[src/rtl/assoc_buffer_pkg.sv]
// Shared definitions for the associative buffer: command encodings.
//   CTRL_LOOKUP  2'b00  read the value stored under a key
//   CTRL_LOAD    2'b01  write a value (update on hit, allocate on miss)
//   CTRL_INCR    2'b10  add one to the value stored under a key
//   CTRL_DELETE  2'b11  invalidate the entry holding a key
package assoc_buffer_pkg;

  localparam int unsigned CTRL_W = 2;

  typedef enum logic [CTRL_W-1:0] {
    CTRL_LOOKUP = 2'b00,
    CTRL_LOAD   = 2'b01,
    CTRL_INCR   = 2'b10,
    CTRL_DELETE = 2'b11
  } ctrl_e;

endpackage

[src/rtl/assoc_buffer_entry.sv]
// One storage slot of the associative buffer: valid bit, key and data
// registers, plus a combinational key-match flag.
// Ports:
//   clk, rst       clock, synchronous active-high reset (clears the slot)
//   key            key being searched / written
//   set_en         write slot: vld=1, key_q=key, data_q=set_data
//   set_data       data written when set_en is high
//   clr_en         invalidate slot (ignored when set_en is high)
//   match_c        slot is valid and holds 'key' (combinational)
//   vld            registered valid bit
//   data           registered stored value
module assoc_buffer_entry #(
  parameter int unsigned KEY_WIDTH  = 2,
  parameter int unsigned DATA_WIDTH = 4
) (
  input  logic                  clk,
  input  logic                  rst,
  input  logic [KEY_WIDTH-1:0]  key,
  input  logic                  set_en,
  input  logic [DATA_WIDTH-1:0] set_data,
  input  logic                  clr_en,
  output logic                  match_c,
  output logic                  vld,
  output logic [DATA_WIDTH-1:0] data
);

  logic                  vld_q,  vld_d;
  logic [KEY_WIDTH-1:0]  key_q,  key_d;
  logic [DATA_WIDTH-1:0] data_q, data_d;

  // Next-state for the slot registers.
  always_comb begin
    vld_d  = vld_q;
    key_d  = key_q;
    data_d = data_q;
    if (set_en) begin
      vld_d  = 1'b1;
      key_d  = key;
      data_d = set_data;
    end else if (clr_en) begin
      vld_d  = 1'b0;
    end
  end

  always_ff @(posedge clk) begin
    if (rst) begin
      vld_q  <= 1'b0;
      key_q  <= '0;
      data_q <= '0;
    end else begin
      vld_q  <= vld_d;
      key_q  <= key_d;
      data_q <= data_d;
    end
  end

  assign match_c = vld_q && (key_q == key);
  assign vld     = vld_q;
  assign data    = data_q;

endmodule

[src/rtl/associative_buffer.sv]
// Small fully-associative key/value store with DEPTH entries. One command
// per clock (LOOKUP/LOAD/INCR/DELETE); result registered one cycle later.
// Optional build macro: ASSOC_BUF_SATURATE_EN -- INCR saturates at all-ones
// instead of wrapping to zero.
// Ports:
//   clk, rst       clock, synchronous active-high reset
//   ctrl           command (see assoc_buffer_pkg::ctrl_e)
//   key            key addressed by the command
//   data_input     value for LOAD
//   data_output    value of addressed entry after the command (registered)
//   valid          command hit/succeeded (registered)
module associative_buffer
  import assoc_buffer_pkg::*;
#(
  parameter int unsigned KEY_WIDTH  = 2,
  parameter int unsigned DATA_WIDTH = 4,
  parameter int unsigned DEPTH      = 4
) (
  input  logic                  clk,
  input  logic                  rst,
  input  logic [CTRL_W-1:0]     ctrl,
  input  logic [KEY_WIDTH-1:0]  key,
  input  logic [DATA_WIDTH-1:0] data_input,
  output logic [DATA_WIDTH-1:0] data_output,
  output logic                  valid
);

  logic [DEPTH-1:0]      match;
  logic [DEPTH-1:0]      ent_vld;
  logic [DATA_WIDTH-1:0] ent_data [DEPTH];
  logic [DEPTH-1:0]      set_en;
  logic [DEPTH-1:0]      clr_en;
  logic [DATA_WIDTH-1:0] set_data;

  logic                  hit;
  logic [DATA_WIDTH-1:0] hit_data;
  logic [DEPTH-1:0]      alloc_oh;
  logic                  any_free;
  logic [DATA_WIDTH-1:0] incr_val;

  logic [DATA_WIDTH-1:0] data_output_q, data_output_d;
  logic                  valid_q,       valid_d;

  for (genvar i = 0; i < DEPTH; i++) begin : g_entry
    assoc_buffer_entry #(
      .KEY_WIDTH  (KEY_WIDTH),
      .DATA_WIDTH (DATA_WIDTH)
    ) u_entry (
      .clk      (clk),
      .rst      (rst),
      .key      (key),
      .set_en   (set_en[i]),
      .set_data (set_data),
      .clr_en   (clr_en[i]),
      .match_c  (match[i]),
      .vld      (ent_vld[i]),
      .data     (ent_data[i])
    );
  end

  // Keys are unique, so match is one-hot and an AND-OR mux suffices.
  always_comb begin
    hit      = |match;
    hit_data = '0;
    for (int i = 0; i < DEPTH; i++) begin
      if (match[i]) hit_data = hit_data | ent_data[i];
    end
  end

  // Lowest-index free slot, one-hot.
  always_comb begin
    alloc_oh = '0;
    any_free = 1'b0;
    for (int i = 0; i < DEPTH; i++) begin
      if (!ent_vld[i] && !any_free) begin
        alloc_oh[i] = 1'b1;
        any_free    = 1'b1;
      end
    end
  end

  // Incremented value of the hit entry.
  always_comb begin
`ifdef ASSOC_BUF_SATURATE_EN
    if (&hit_data) incr_val = hit_data;
    else           incr_val = hit_data + DATA_WIDTH'(1);
`else
    incr_val = hit_data + DATA_WIDTH'(1);
`endif
  end

  // Command decode: entry write/clear strobes and next outputs.
  // Unrecognised (e.g. unknown) ctrl falls to default: no state change.
  always_comb begin
    set_en        = '0;
    clr_en        = '0;
    set_data      = data_input;
    data_output_d = '0;
    valid_d       = 1'b0;
    case (ctrl_e'(ctrl))
      CTRL_LOOKUP: begin
        if (hit) begin
          data_output_d = hit_data;
          valid_d       = 1'b1;
        end
      end
      CTRL_LOAD: begin
        if (hit || any_free) begin
          set_en        = hit ? match : alloc_oh;
          data_output_d = data_input;
          valid_d       = 1'b1;
        end
      end
      CTRL_INCR: begin
        if (hit) begin
          set_data      = incr_val;
          set_en        = match;
          data_output_d = incr_val;
          valid_d       = 1'b1;
        end
      end
      CTRL_DELETE: begin
        if (hit) begin
          clr_en        = match;
          data_output_d = hit_data;
          valid_d       = 1'b1;
        end
      end
      default: ;
    endcase
  end

  always_ff @(posedge clk) begin
    if (rst) begin
      data_output_q <= '0;
      valid_q       <= 1'b0;
    end else begin
      data_output_q <= data_output_d;
      valid_q       <= valid_d;
    end
  end

  assign data_output = data_output_q;
  assign valid       = valid_q;

endmodule

[config.mk]
export PLATFORM = sky130hd
export DESIGN_NAME = associative_buffer
export DESIGN_NICKNAME = d
export VERILOG_FILES = /design/src/rtl/assoc_buffer_pkg.sv /design/src/rtl/assoc_buffer_entry.sv /design/src/rtl/associative_buffer.sv
export SDC_FILE = /design/constraint.sdc
export NUM_CORES = 1
export LEC_CHECK = 0
export ABC_CLOCK_PERIOD_IN_PS = 4100
export BUFFER_PORTS_ARGS = -buffer_cell sky130_fd_sc_hd__buf_2
export CAP_MARGIN = 30
export CORE_AREA = 2 2 76 78
export CTS_BUF_LIST = sky130_fd_sc_hd__clkbuf_4 sky130_fd_sc_hd__clkbuf_8
export CTS_CLUSTER_SIZE = 24
export DETAILED_ROUTE_END_ITERATION = 7
export DIE_AREA = 0 0 78 80
export PLACE_DENSITY = 0.59
export REMOVE_ABC_BUFFERS = 1
export SLEW_MARGIN = 40
export SYNTH_ARGS = -nofsm -noshare
export SYNTH_HDL_FRONTEND = slang
export SYNTH_SLANG_ARGS = --single-unit
[constraint.sdc]
create_clock -name clk -period 4.1 [get_ports clk]
set_input_delay 0.41 -clock clk [delete_from_list [all_inputs] [get_ports clk]]
set_output_delay 0.41 -clock clk [all_outputs]
set_load 0.05 [all_outputs]
# After elaboration in Yosys (flattened, before gate mapping)
# Cells that the tools add are included.
# Widths: inputs -> output; s select.
# op_classes
addsub,1
n_mul,0
div_mod_pow,0
magnitude_cmp,0
n_eq_ne,7
n_shift,0
muxes,33
n_bitwise,3
reduce_logical,21
# op_table
op,count
$mux 4,13
$mux 1,17
$or 4x4->4,3
$pmux 4 s3,1
$eq 2x2->1,4
$pmux 4 s2,1
$reduce_bool 2->1,4
$logic_and 1x1->1,7
$logic_not 1->1,5
$add 4x1->4 const B,1
$eq 2x2->1 const B,2
$reduce_or 4->1,1
$reduce_or 3->1,1
$eq 2x1->1 const B,1
$logic_not 2->1,1
$pmux 1 s2,1
$reduce_or 2->1,1
$logic_or 1x1->1,1
# totals
register_bits,33
latchBits,0
mem_bits_rw,0
mem_bits_ro,0
in_bits,10
output_inout_bits,5
n_memories,0

# Longest topological paths before layout
# depth
word_depth,13
ltp_mapped,10
depth_no_buf,8

# Cells and area by module
# From an unflattened synthesis, not the netlist that was laid out.
# hier_totals
cells_unflattened,196
hier_area_um2,1793.0
# modules_own_cells
module,instances,cells_each,area_each_um2
assoc_buffer_entry,4,26,272.8
associative_buffer,1,92,701.9

# Worst setup path before layout
# Ideal clock, no wire load.
# synth_timing
path_kind,input to register
from,input port key[0]
to,register g_entry[1].u_entry.data_q[1]
setup_time_ps,128
arrival_ps,2203
t_required_ps,3972
slack_ps,1769
cell_stages,9
n_path_buf,2
cell_sequence,buf_6 > xor2_1 > nor3_1 > or4_1 > buf_2 > ha_1 > mux2_2 > mux2i_1 > nor2_1
# synth_between
elab_chain_cells,12
word_cells_on_any_way,24
# synth_rtl
element,line_no,rtl
from (decl),associative_buffer.sv:22,"input logic [KEY_WIDTH-1:0] key,"
$eq 2x2->1,assoc_buffer_entry.sv:57,assign match_c = vld_q && (key_q == key);
$logic_and 1x1->1,assoc_buffer_entry.sv:57,
$mux 4,associative_buffer.sv:66,if (match[i]) hit_data = hit_data | ent_data[i];
$or 4x4->4,associative_buffer.sv:66,
$mux 4,associative_buffer.sv:66,
$or 4x4->4,associative_buffer.sv:66,
$mux 4,associative_buffer.sv:66,
$or 4x4->4,associative_buffer.sv:66,
$mux 4,associative_buffer.sv:66,
$add 4x1->4,associative_buffer.sv:88,incr_val = hit_data + DATA_WIDTH'(1);
$mux 4,associative_buffer.sv:115,if (hit) begin
$mux 4,associative_buffer.sv:100,case (ctrl_e'(ctrl))
to (signal assigned),assoc_buffer_entry.sv:53,data_q <= data_d;
to (decl),assoc_buffer_entry.sv:29,"logic [DATA_WIDTH-1:0] data_q, data_d;"
# Parallel ways exist; a longest one is shown, timed or not.
# A chain may end at the register's enable or synchronous reset.

# Worst setup path after layout
# layout_timing
from,input port key[0]
to,register g_entry[3].u_entry.data_q[1]
# layout_between
elab_chain_cells,12
word_cells_on_any_way,24
# layout_rtl
element,line_no
$eq 2x2->1,assoc_buffer_entry.sv:57
$logic_and 1x1->1,assoc_buffer_entry.sv:57
$mux 4,associative_buffer.sv:66
$or 4x4->4,associative_buffer.sv:66
$mux 4,associative_buffer.sv:66
$or 4x4->4,associative_buffer.sv:66
$mux 4,associative_buffer.sv:66
$or 4x4->4,associative_buffer.sv:66
$mux 4,associative_buffer.sv:66
$add 4x1->4,associative_buffer.sv:88
$mux 4,associative_buffer.sv:115
$mux 4,associative_buffer.sv:100
to (signal assigned),assoc_buffer_entry.sv:53
to (decl),assoc_buffer_entry.sv:29
# Parallel ways exist; a longest one is shown, timed or not.

==> impl_metrics.toml <==
[clock_network]
cts_made_buffers = 5
cts_setup_buffers = 0
cts_tree = "built"
clk_latency_ns = 0.28
ctsHoldBuffers = 0
clk_path_buf_depth = 2
clock-root-buffer = "clkbuf_8"
clk_pin_slew_ns = 0.07
cts_htree_levels = 2
cts.sinks = 33
cts_repair_resize_count = 0

[worst_setup_path]
end_kind = "register"
regToRegStartpoint = "g_entry[0].u_entry.key_q[1]"
cp-start-kind = "primary input"
required_ns = 4.26
path_max_fanout = 12
worstRegToRegCells = 7
rrSetupSlack_ns = 1.63
r2r-end = "g_entry[3].u_entry.data[1]"
path_class = "primary input to register"
arrival_ns = 2.70

[synthesis]
synth.avg_cell_area_sq_um = 8.618
yosys_warnings = 0
synth_top_area_cell = "dfxtp_1"
synthFlopType = "dfxtp_1"
ys_ff_latch = 33
async_flop_share_pct = 0
synth.area.top_cells = "dfxtp_1 33%, nor2_1 5.6%, nand2_1 5.1%"
seq_area_frac_synth_pct = 33.04
syn-cell-area_sq_um = 1999
synth_common_cells = "33 x dfxtp_1, 30 x nor2_1, 27 x nand2_1"
synth_cell_types = 49
synth_edf_count = 0
synth.most_common_cell = "dfxtp_1"
synth_top_area_share_pct = 33.04
syn_inst = 232

[place]
placed_cell_area_sq_um = 2073
port_buffers = 14
hpwl_mm = 3.397
gp_congestion = 0.8569
dpl_worst_slack_ns = 1.249

[routing]
vias_per_cell = 5.370
drc_errors = 0
routed_wl_mm = 4.791
wl_per_cell_um = 15.56
drt.antenna.violating_nets = 0
dr.pass1.iters = 4
drtIter0Drc = 84
routed-via-count = 1654

[sta]
slew_violations = 0
relSlewSlack_pct = 55.17
worstMarginPinSlew_ns = 0.6725
skew_ns = 0.007023
worst_slack_ns = 1.554
finalSetupViolations = 0
fin_crit_ns = 2.546
setup_tns_ns = 0
rsz0062_at_grt = "false"
finalCritPeriodShare_pct = 62.10
finalHoldViolations = 0
max_freq_ghz = 0.3928

[grt]
grt_pass1_vias = 1514
grt_remaining_overflow = 0
grt_pass1_wl_mm = 7.762
grt_antenna_before_repair = 0
grt_max_degree = 34
grtUsageMet2_pct = 25.69
grt_use_total_pct = 16.43
busiest_layer = "met2"
grtUsageMet1_pct = 22.34
met3_usage_pct = 3.507

[final_layout]
antennaDiodeCount = 0
drive_gt1_share_pct = 14.83
fin_nets = 251
syn_to_final_growth_pct = 7.384
fillers = 582
stdcell_area_sq_um = 2147

[power]
p_leak_nw = 0.7470
clkPwrFrac_pct = 35.4
powerDensity_nw_per_um2 = 296.2
p_int_mw = 0.4631
peakVddDrop_mv = 0.1371
power.share.switching_pct = 27.17
switchingPower_mw = 0.1728
p_seq_share_pct = 52.3
p_comb_share_pct = 12.3

[floorplanning]
dieArea_sq_um = 6240
core_sq_um = 5405
die_h_um = 80
io_pins = 15
die_w_um = 78
num_rows = 27
start_util_pct = 36.99

[worst_hold_path]
hold_start = "data_input[2]"
holdPathEnd = "data_output[2]"
hp-class = "primary input to register"
hold_depth = 3

[status]
status = "completed"

[flow_run]
drv_cap = 0
-- registers in the layout, summed over array words and instances (netlist names) --
signal and count:
valid 1, g_entry.u_entry.key_q 8, g_entry.u_entry.vld 4, data_output 4, g_entry.u_entry.data 16
-- area by class of cell --
cell class              count  area, sq um  area share, %
inverters                   6        22.52          1.049
multi-input cells         177         1230          57.28
flip-flops and latches     33        660.6          30.77
clock inverters             1        5.005         0.2331
well taps                  72        90.09          4.196
clock buffers               5        68.82          3.205
repair buffers             14        70.07          3.263
-- how the worst max path moves through the flow --
stage / start / endpoint / slack (ns) / cells after the start
global placement: key[1] / g_entry[1].u_entry.data[2] / 1.29 / 8
CTS: key[0] / g_entry[3].u_entry.data[1] / 1.56 / 8
finish: key[0] / g_entry[3].u_entry.data[1] / 1.55 / 8
global route: key[1] / g_entry[1].u_entry.data[2] / 1.42 / 8
detailed placement: key[0] / g_entry[3].u_entry.data[1] / 1.25 / 8
floorplan: key[1] / g_entry[1].u_entry.data[1] / 1.84 / 7
-- through the flow --
step / instances / utilization, % / power [mW] / hold slack [ns]
after floorplan: 216 / - / 0.3884 / 0.4602
after global placement: 302 / 38.36 / 0.4175 / 0.4845
after detailed placement: 302 / 38.36 / 0.4177 / 0.4904
after CTS: 308 / 39.72 / 0.6416 / 0.4088
after global routing: 308 / 39.72 / 0.6643 / 0.4266
final: 308 / 39.72 / 0.6359 / 0.4090
-- worst max-delay path, stage by stage --
cell and delay (ns):
buf_2 0.30, xor2_1 0.39, nor3_1 0.10, or4_1 0.66, ha_1 0.34, mux2_2 0.31
mux2i_1 0.15, nor2_1 0.05
-- placed cells by master, fill, tap and decap left out, types with 2 or more instances in the layout --
cell,count
dfxtp_1,33
nor2_1,30
nand2_1,27
nor3_1,16
buf_2,14
a21oi_1,12
mux2i_1,10
xnor2_1,9
a211oi_1,8
nand4_1,7
xor2_1,6
inv_1,5
nand3_1,5
clkbuf_8,5
ha_1,4
or4_1,3
and3_1,3
xor2_4,2
nor3_4,2
o21ai_0,2
o41a_1,2
o21ai_1,2
a311oi_1,2
a21oi_2,2
a32oi_1,2
-- logic make-up after synthesis --
kind of cell               Yosys count  share of synthesized area (%)
adders and majority gates            4                          2.503
and+or+nand+nor                    103                          26.16
AOI/OAI and AO/OA                   41                          17.40
DFF                                 33                          33.04
muxes                               12                          6.133
buffers and inverters               22                          5.444
xor gates and xnor gates            17                          9.324
-- power groups by stage --
stage / combinational (mW) / sequential, mW / clock (mW)
after floorplan: 0.0443 / 0.344 / 0
after global placement: 0.0777 / 0.340 / 0
after detailed placement: 0.0780 / 0.340 / 0
after CTS: 0.0783 / 0.332 / 0.231
after global routing: 0.0850 / 0.333 / 0.246
final: 0.0785 / 0.333 / 0.225
-- layer usage --
layer	up-vias	share of wire, %
met5	-	0
met4	0	0.88
met3	5	6.4
met2	43	43
met1	771	50
li1	835	-
Note: power is estimated with default switching activity, not from simulation.
